[src/rtl/buf_burst_reader.sv]
// Read side of the burst buffer: drains DEPTH entries in address order onto a
// valid/ready stream, then pulses burst_ack to release the buffer to the writer.
module buf_burst_reader #(
  parameter int DW    = 4,
  parameter int DEPTH = 8,
  parameter int AW    = $clog2(DEPTH)
) (
  input  logic          clk,
  input  logic          rstn,
  input  logic          burst_rdy,
  output logic          burst_ack,
  output logic [AW-1:0] rd_addr,
  input  logic [DW-1:0] rd_data,
  output logic [DW-1:0] dout,
  output logic          dout_vld,
  input  logic          dout_rdy,
  output logic          dout_last,
  output logic          busy
);

  typedef enum logic [1:0] {S_IDLE, S_STREAM, S_ACK} state_t;

  localparam logic [AW-1:0] LAST = AW'(DEPTH - 1);

  state_t        r_state, w_nxt;
  logic [AW-1:0] r_cnt, r_addr;
  logic [DW-1:0] r_dout;
  logic          r_vld, r_ack;
  logic          w_hs, w_end;

  assign w_hs  = r_vld & dout_rdy;
  assign w_end = w_hs & (r_cnt == LAST);

  always_ff @(posedge clk or negedge rstn) begin
    if (!rstn) r_state <= S_IDLE;
    else       r_state <= w_nxt;
  end

  always_comb begin
    w_nxt = r_state;
    case (r_state)
      S_IDLE:   if (burst_rdy) w_nxt = S_STREAM;
      S_STREAM: if (w_end)     w_nxt = S_ACK;
      S_ACK:                   w_nxt = S_IDLE;
      default:                 w_nxt = S_IDLE;
    endcase
  end

  // rd_addr runs one entry ahead of cnt so rd_data is ready at each handshake
  always_ff @(posedge clk or negedge rstn) begin
    if (!rstn) begin
      r_cnt  <= '0;
      r_addr <= '0;
      r_dout <= '0;
      r_vld  <= 1'b0;
      r_ack  <= 1'b0;
    end else begin
      case (r_state)
        S_IDLE: begin
          if (burst_rdy) begin
            r_dout <= rd_data;
            r_vld  <= 1'b1;
            r_cnt  <= '0;
            r_addr <= AW'(1);
          end
        end
        S_STREAM: begin
          if (w_end) begin
            r_vld  <= 1'b0;
            r_ack  <= 1'b1;
            r_cnt  <= '0;
            r_addr <= '0;
          end else if (w_hs) begin
            r_dout <= rd_data;
            r_cnt  <= r_cnt + AW'(1);
            r_addr <= r_addr + AW'(1);
          end
        end
        S_ACK: r_ack <= 1'b0;
        default: ;
      endcase
    end
  end

  assign burst_ack = r_ack;
  assign rd_addr   = r_addr;
  assign dout      = r_dout;
  assign dout_vld  = r_vld;
  assign dout_last = r_vld & (r_cnt == LAST);
  assign busy      = (r_state != S_IDLE);

endmodule
[config.mk]
export PLATFORM = sky130hd
export DESIGN_NAME = buf_burst_reader
export DESIGN_NICKNAME = d
export VERILOG_FILES = /design/src/rtl/buf_burst_reader.sv
export SDC_FILE = /design/constraint.sdc
export NUM_CORES = 1
export LEC_CHECK = 0
export CAP_MARGIN = 25
export CORE_AREA = 10 10 47 49
export CTS_BUF_LIST = sky130_fd_sc_hd__clkbuf_4
export DETAILED_ROUTE_END_ITERATION = 6
export DIE_AREA = 0 0 57 59
export GPL_TIMING_DRIVEN = 0
export PLACE_DENSITY = 0.83
export SLEW_MARGIN = 20
export SYNTH_ARGS = -nofsm -noshare
export SYNTH_HDL_FRONTEND = slang
export SYNTH_SLANG_ARGS = --single-unit
[constraint.sdc]
create_clock -name clk -period 3.65 [get_ports clk]
set_input_delay 0.73 -clock clk [delete_from_list [all_inputs] [get_ports clk]]
set_output_delay 0.73 -clock clk [all_outputs]
set_load 0.05 [all_outputs]
# Word level (Yosys, flattened, before mapping)
# Index checks and enable logic that the tools add are counted.
# word_totals
ram_bits	0
memories	0
elab_cells	48
output_inout_bits	11
latchBits	0
regBits	14
rom_bits	0
# classes
n_eq_ne	8
n_lt_le_gt_ge	0
reduce_logical	9
n_shift	0
n_div	0
n_addsub	2
mul	0
bitwise_logic	3
mux	20
# op_table
operator	count
3-bit 2-to-1 mux	6
4-bit 2-to-1 mux	3
3-bit one-hot mux with 2 select lines	2
2-bit != test, second input constant	4
4-bit one-hot mux with 2 select lines	1
3-bit by 1-bit adder with 3-bit output, second input constant	2
3-bit AND reduction	2
2-bit nonzero test	3
2-bit 2-to-1 mux	2
1-bit one-hot mux with 2 select lines	2
2-bit one-hot mux with 2 select lines	1
2-bit AND reduction	2
4-bit AND reduction	1
1-bit AND	3
3-bit equality test, second input constant	1
1-bit 2-to-1 mux	3
3-bit != test, second input constant	1
2-bit by 1-bit equality test with 1-bit output, second input constant	1
2-bit equality test, second input constant	1
2-bit logical NOT	1

# Logic depth before layout (Yosys ltp)
# Gate-level depths: netlist of run 1.
# depth
depth_word	4
mapped_depth	6
ltp_nobuf	5

# Worst setup path before layout of run 1
# OpenSTA, ideal clock, no wires.
# synth_timing
path_kind	register to output
startpoint	reg r_cnt[0]
endpoint	out dout_last
path_stages_with_launch	5
arrival_time_ns	1.285
path_slack_ns	1.635
required_time_ns	2.920
path_cell_list	dfrtp_1 -> ha_1 -> ha_1 -> clkbuf_1 -> and2_1
# synth_between
elab_chain_len	2
# synth_lines
item	line	text
start, declared	26	logic [AW-1:0] r_cnt, r_addr;
start signal, assigned	75	r_cnt <= r_cnt + AW'(1);
3-bit equality test	89	assign dout_last = r_vld & (r_cnt == LAST);
1-bit AND	89	
end, declared	17	output logic dout_last,
# No other way between the ends.

# Final worst setup path of run 1
# layout_timing
startpoint	reg r_cnt[1]
endpoint	out dout_last
# Same word-level chain as after synthesis.

==> results of run 1 <==
-- final timing paths --
kind | start | to | slack (ns)
min reg2reg | dout[1] | dout[1] | 0.52
min in group asynchronous | rstn | dout[1] | 0.83
min | dout[1] | dout[1] | 0.52
max reg2reg | r_cnt[1] | dout[2] | 1.67
max | r_cnt[1] | dout_last | 0.70
max in group asynchronous | rstn | r_cnt[2] | 2.41
-- logic make-up after synthesis --
| logic type | share of synthesized area (%) |
|---|---|
| simple gates | 17.05 |
| flops | 53.03 |
| compound gates | 12.31 |
| mux | 8.522 |
| buf+inv | 3.409 |
| fa+ha+maj | 5.682 |
-- critical path: stages, from the launching register on --
cell and delay (ns):
dfrtp_1 0.37, ha_1 0.15, ha_1 0.13, clkbuf_1 0.31, and2_1 0.18, clkdlybuf4s50_1 0.80
-- power by group --
part,internal (W),switching (W)
combinational,0.0000562,0.0000839
clock,0.0000396,0.0000485
sequential,0.000177,0.0000153
-- metrics by stage --
step | area, sq um | hold WS (ns) | worst slack, ns | instances | utilization, %
global route | 887.1 | 0.5426 | 0.6048 | 94 | 63.30
floorplan | 660.6 | 0.4344 | 1.635 | 56 | -
detailed placement | 860.8 | 0.4987 | 1.002 | 90 | 61.43
global placement | 860.8 | 0.4894 | 1.026 | 90 | 61.43
finish | 887.1 | 0.5173 | 0.7021 | 94 | 63.30
CTS | 887.1 | 0.5234 | 0.6772 | 94 | 63.30
-- layer usage --
| metal | vias up | part of all wire (%) | track usage (%) |
|---|---|---|---|
| met5 | - | 0 | 0 |
| met4 | 0 | 0.76 | 3.020 |
| met3 | 2 | 8.5 | 4.292 |
| met2 | 13 | 52 | 15.50 |
| met1 | 250 | 39 | 8.333 |
| li1 | 249 | - | - |
-- registers in the layout, summed over array words and instances (netlist names) --
name	count
r_state	2
dout_vld	1
dout	4
burst_ack	1
rd_addr	3
r_cnt	3
-- Yosys cell counts (all sizes together) --
cell	n	area share [%]
dfrtp	14	53
mux2	5	8.5
a21oi	4	3.6
ha	3	5.7
nand2	3	1.7
nor2	3	1.7
o21ai	3	2.3
a22o	2	2.7
and2	2	2.3
inv	2	1.1
nand3	2	1.5
nand4b	2	2.7
nor4b	2	2.7
a211o	1	1.3
a211oi	1	1.1
and3	1	0.95
buf	1	1.7
clkbuf	1	0.57
nand2b	1	0.95
o311ai	1	1.3
or2	1	0.95
or3b	1	1.7
-- layout make-up --
type                       count  share of cell area (%)
clock buffer                   3                   2.539
clock inverter                 1                  0.4231
timing repair buffer          18                   20.31
multi-input combinational     38                   32.44
buffer                         2                   1.693
sequential                    14                   39.49
tap                           16                   2.257
inverter                       2                  0.8463
==> flow_summary.ini, run 1 <==
[cts]
post_cts_buffers = 0
cts_tree = yes
cts_resized = 0
postCtsHoldBufs = 0
clockBufferDepth = 2
worstSkewPairLatency_ns = 0.28
path_clk_slew_ns = 0.08
h-tree-depth = 1
root_buffer = clkbuf_4
cts_num_sinks = 14
numCtsBuffers = 3

[final_layout]
ff_latch_area_sq_um = 350.3
drive_above_1_share_pct = 16.67
final_cell_mix = clkdlybuf4s50_1, dfrtp_1, mux2_2
syn2layout_area_growth_pct = 34.28
n_antenna_cell = 0
layout.nets = 90
final_common_cell = clkdlybuf4s50_1
multi_input_area_sq_um = 287.8
fillers = 113

[grt]
grt_usage_pct = 8.610
antenna_found_initial = 0
grt_max_degree = 15
grt_pass1_vias = 540
grt.overflow.total = 0
grt_pass1_wl_microns = 2346

[drt]
viasPerCell = 5.468
wl_microns = 1438
drt_first_pass_iters = 4
drtIter0Drc = 4
ant_nets = 0
drc = 0
wire_per_inst_microns = 15.30
dr_total_vias = 514

[place]
dpl.hpwl_microns = 1127
gp_congestion = 0.7160
portBuffers = 18

[setup_path]
r2r_cells = 6
cp_max_fo = 9
worstSetupPathType = reg -> out
cp-end-kind = output port
start_kind = flip-flop
arrival_ns = 2.22
critPathRequiredTime_ns = 2.92

[floorplan]
die_x_microns = 57
dieArea_sq_mm = 0.003363
coreArea_sq_mm = 0.001401
rows = 14
pin_count = 19
die_h_microns = 59
initial_core_util_pct = 47.14

[outcome]
status = finished, final reports clean

[sta]
finalHoldViolations = 0
final.setup.tns_ns = 0
finalMaxSlewViolations = 0
fmax_ghz = 0.3392
setup_viol = 0
relSlewSlack_pct = 58.52
tightestPinTransition_ns = 0.6202
skew_ns = 0.005821
min_period_over_period_pct = 80.76
fin_crit_ns = 2.948
rsz0062_at_grt = false

[hold_path]
holdPathStages = 1
hp-class = reg -> reg

[synth]
postSynthNetCount = 67
netlist_area_sq_um = 660.6
ys_types = 25
ys_seq_area_share_pct = 53.03
syn_area_per_cell_sq_um = 11.80
synth_cells = 56
synth_seq_cells = 14
synth_warnings = 0

[power_and_ir_drop]
ir_drop_mv = 0.2916
p_per_area_mw_per_mm2 = 474.4
p_leak_nw = 0.3872
power_w = 0.0004208

[job]
max-cap-violations = 0
(Power assumes the default switching activity.)
==> run 2: changes to the inputs <==
--- a/config.mk
+++ b/config.mk
@@ -6,12 +6,12 @@
 export NUM_CORES = 1
 export LEC_CHECK = 0
 export CAP_MARGIN = 25
-export CORE_AREA = 10 10 47 49
+export CORE_MARGIN = 10
+export CORE_UTILIZATION = 47
 export CTS_BUF_LIST = sky130_fd_sc_hd__clkbuf_4
 export DETAILED_ROUTE_END_ITERATION = 6
-export DIE_AREA = 0 0 57 59
 export GPL_TIMING_DRIVEN = 0
-export PLACE_DENSITY = 0.83
+export PLACE_DENSITY = 0.79
 export SLEW_MARGIN = 20
 export SYNTH_ARGS = -nofsm -noshare
 export SYNTH_HDL_FRONTEND = slang
==> constraint.sdc (replaced) <==
create_clock -name clk -period 3 [get_ports clk]
set_input_delay 0.6 -clock clk [delete_from_list [all_inputs] [get_ports clk]]
set_output_delay 0.6 -clock clk [all_outputs]
set_load 0.05 [all_outputs]
==> flow_summary.ini, run 2 (same netlist as run 1, synthesis figures left out) <==
[grt]
grt_pass1_vias = 528
grt.overflow.total = 0
grt_usage_pct = 8.609
antenna_found_initial = 0
grt_max_degree = 15
grt_pass1_wl_microns = 2263

[setup_path]
r2r_start = r_cnt[0]
cp-end-kind = output port
start_kind = flip-flop
arrival_ns = 2.21
rrSetupSlack_ns = 0.99
timing.rr.end = dout[1]
critPathRequiredTime_ns = 2.40
worstSetupPathType = reg -> out
r2r_cells = 6
cp_max_fo = 9

[floorplan]
initial_core_util_pct = 50.14
pin_count = 19
dieArea_sq_mm = 0.003305
die_x_microns = 57.49
rows = 13
coreArea_sq_mm = 0.001318
die_h_microns = 57.49

[drt]
wire_per_inst_microns = 15.61
drt_first_pass_iters = 6
ant_nets = 0
drtIter0Drc = 24
drc = 0
viasPerCell = 5.495
dr_total_vias = 511
wl_microns = 1452

[sta]
finalHoldViolations = 0
rsz0062_at_grt = false
setup_viol = 0
relSlewSlack_pct = 58.22
fmax_ghz = 0.3554
tightestPinTransition_ns = 0.6248
finalMaxSlewViolations = 0
final.setup.tns_ns = 0
skew_ns = 0.0009528
min_period_over_period_pct = 93.78
fin_crit_ns = 2.813

[final_layout]
final_cell_mix = clkdlybuf4s50_1, dfrtp_1, mux2_2
largest_register_ffs = 4
n_antenna_cell = 0
final_common_cell = clkdlybuf4s50_1
stdcell_count = 93
drive_above_1_share_pct = 16.67
syn2layout_area_growth_pct = 34.09
layout.nets = 90
fin_util_pct = 67.24

[place]
gp_congestion = 0.6824
dpl.hpwl_microns = 1126
dp_cells = 89
portBuffers = 18

[power_and_ir_drop]
intPower_w = 0.0003331
p_per_area_mw_per_mm2 = 580.2
seqPwrFrac_pct = 45.6
p_sw_share_pct = 35.18
p_switching_w = 0.0001808
combPwrFrac_pct = 33.4
clkPwrFrac_pct = 21.1
power_w = 0.0005140
ir_drop_mv = 0.3941
p_leak_nw = 0.3872

[hold_path]
holdPathStages = 1
worstHoldStart = dout[2]
min_to = dout[2]
hp-class = reg -> reg

[cts]
postCtsHoldBufs = 0
h-tree-depth = 1
numCtsBuffers = 3
cts_resized = 0
cts_tree = yes
root_buffer = clkbuf_4
worstSkewPairLatency_ns = 0.28
clockBufferDepth = 2
path_clk_slew_ns = 0.08
post_cts_buffers = 0
cts_num_sinks = 14

[outcome]
status = finished, final reports clean

[job]
max-cap-violations = 0
run 2: cell counts in the layout (fill, tap and decap cells not counted):
Identical to the previous run, type by type.
run 2: power groups by stage:
stage	registers (W)	clock network (W)	logic, W
after global routing	0.000238	0.000116	0.000183
after detailed placement	0.000239	0	0.000174
after global placement	0.000235	0	0.000168
final	0.000234	0.000108	0.000171
after CTS	0.000235	0.000109	0.000175
after floorplan	0.000303	0	0.0000390
run 2: worst max-delay path by stage:
stage / from / end / cells past startpoint / slack [ns]
after floorplan: r_cnt[0] / dout_last / 4 / 1.12
after global placement: r_cnt[0] / dout_last / 5 / 0.51
after detailed placement: r_cnt[0] / dout_last / 5 / 0.47
after CTS: r_cnt[0] / dout_last / 5 / 0.16
after global routing: r_cnt[0] / dout_last / 5 / 0.06
final: r_cnt[0] / dout_last / 5 / 0.19
run 2: metrics by stage:
| stage | setup WS (ns) | cell area, sq um | hold slack, ns |
|---|---|---|---|
| 3_5_place_dp | 0.4707 | 859.6 | 0.4951 |
| 2_1_floorplan | 1.115 | 660.6 | 0.3044 |
| 3_3_place_gp | 0.5083 | 859.6 | 0.4885 |
| 5_1_grt | 0.06474 | 885.9 | 0.5333 |
| 6_report | 0.1866 | 885.9 | 0.5120 |
| 4_1_cts | 0.1610 | 885.9 | 0.5142 |
run 2: layout make-up:
class / instances / area (sq um)
clock inverters: 1 / 3.754
fillers: 97 / 431.7
multi-input cells: 38 / 287.8
flip-flops and latches: 14 / 350.3
clock buffers: 3 / 22.52
inverters: 2 / 7.507
well taps: 15 / 18.77
repair buffers: 18 / 180.2
plain buffers: 2 / 15.01
run 2: metal layers:
layer | routed length [microns] | share of wire (%) | GRT usage, %
met3 | 84 | 5.8 | 3.982
met5 | 0 | 0 | 0
met4 | 21 | 1.4 | 4.362
met2 | 743 | 51 | 14.57
met1 | 602 | 41 | 8.625
run 2: worst max-delay path: stages (launching register included):
cell and delay (ns):
dfrtp_1 0.37, ha_1 0.16, ha_1 0.14, clkbuf_1 0.30
and2_1 0.18, clkdlybuf4s50_1 0.80
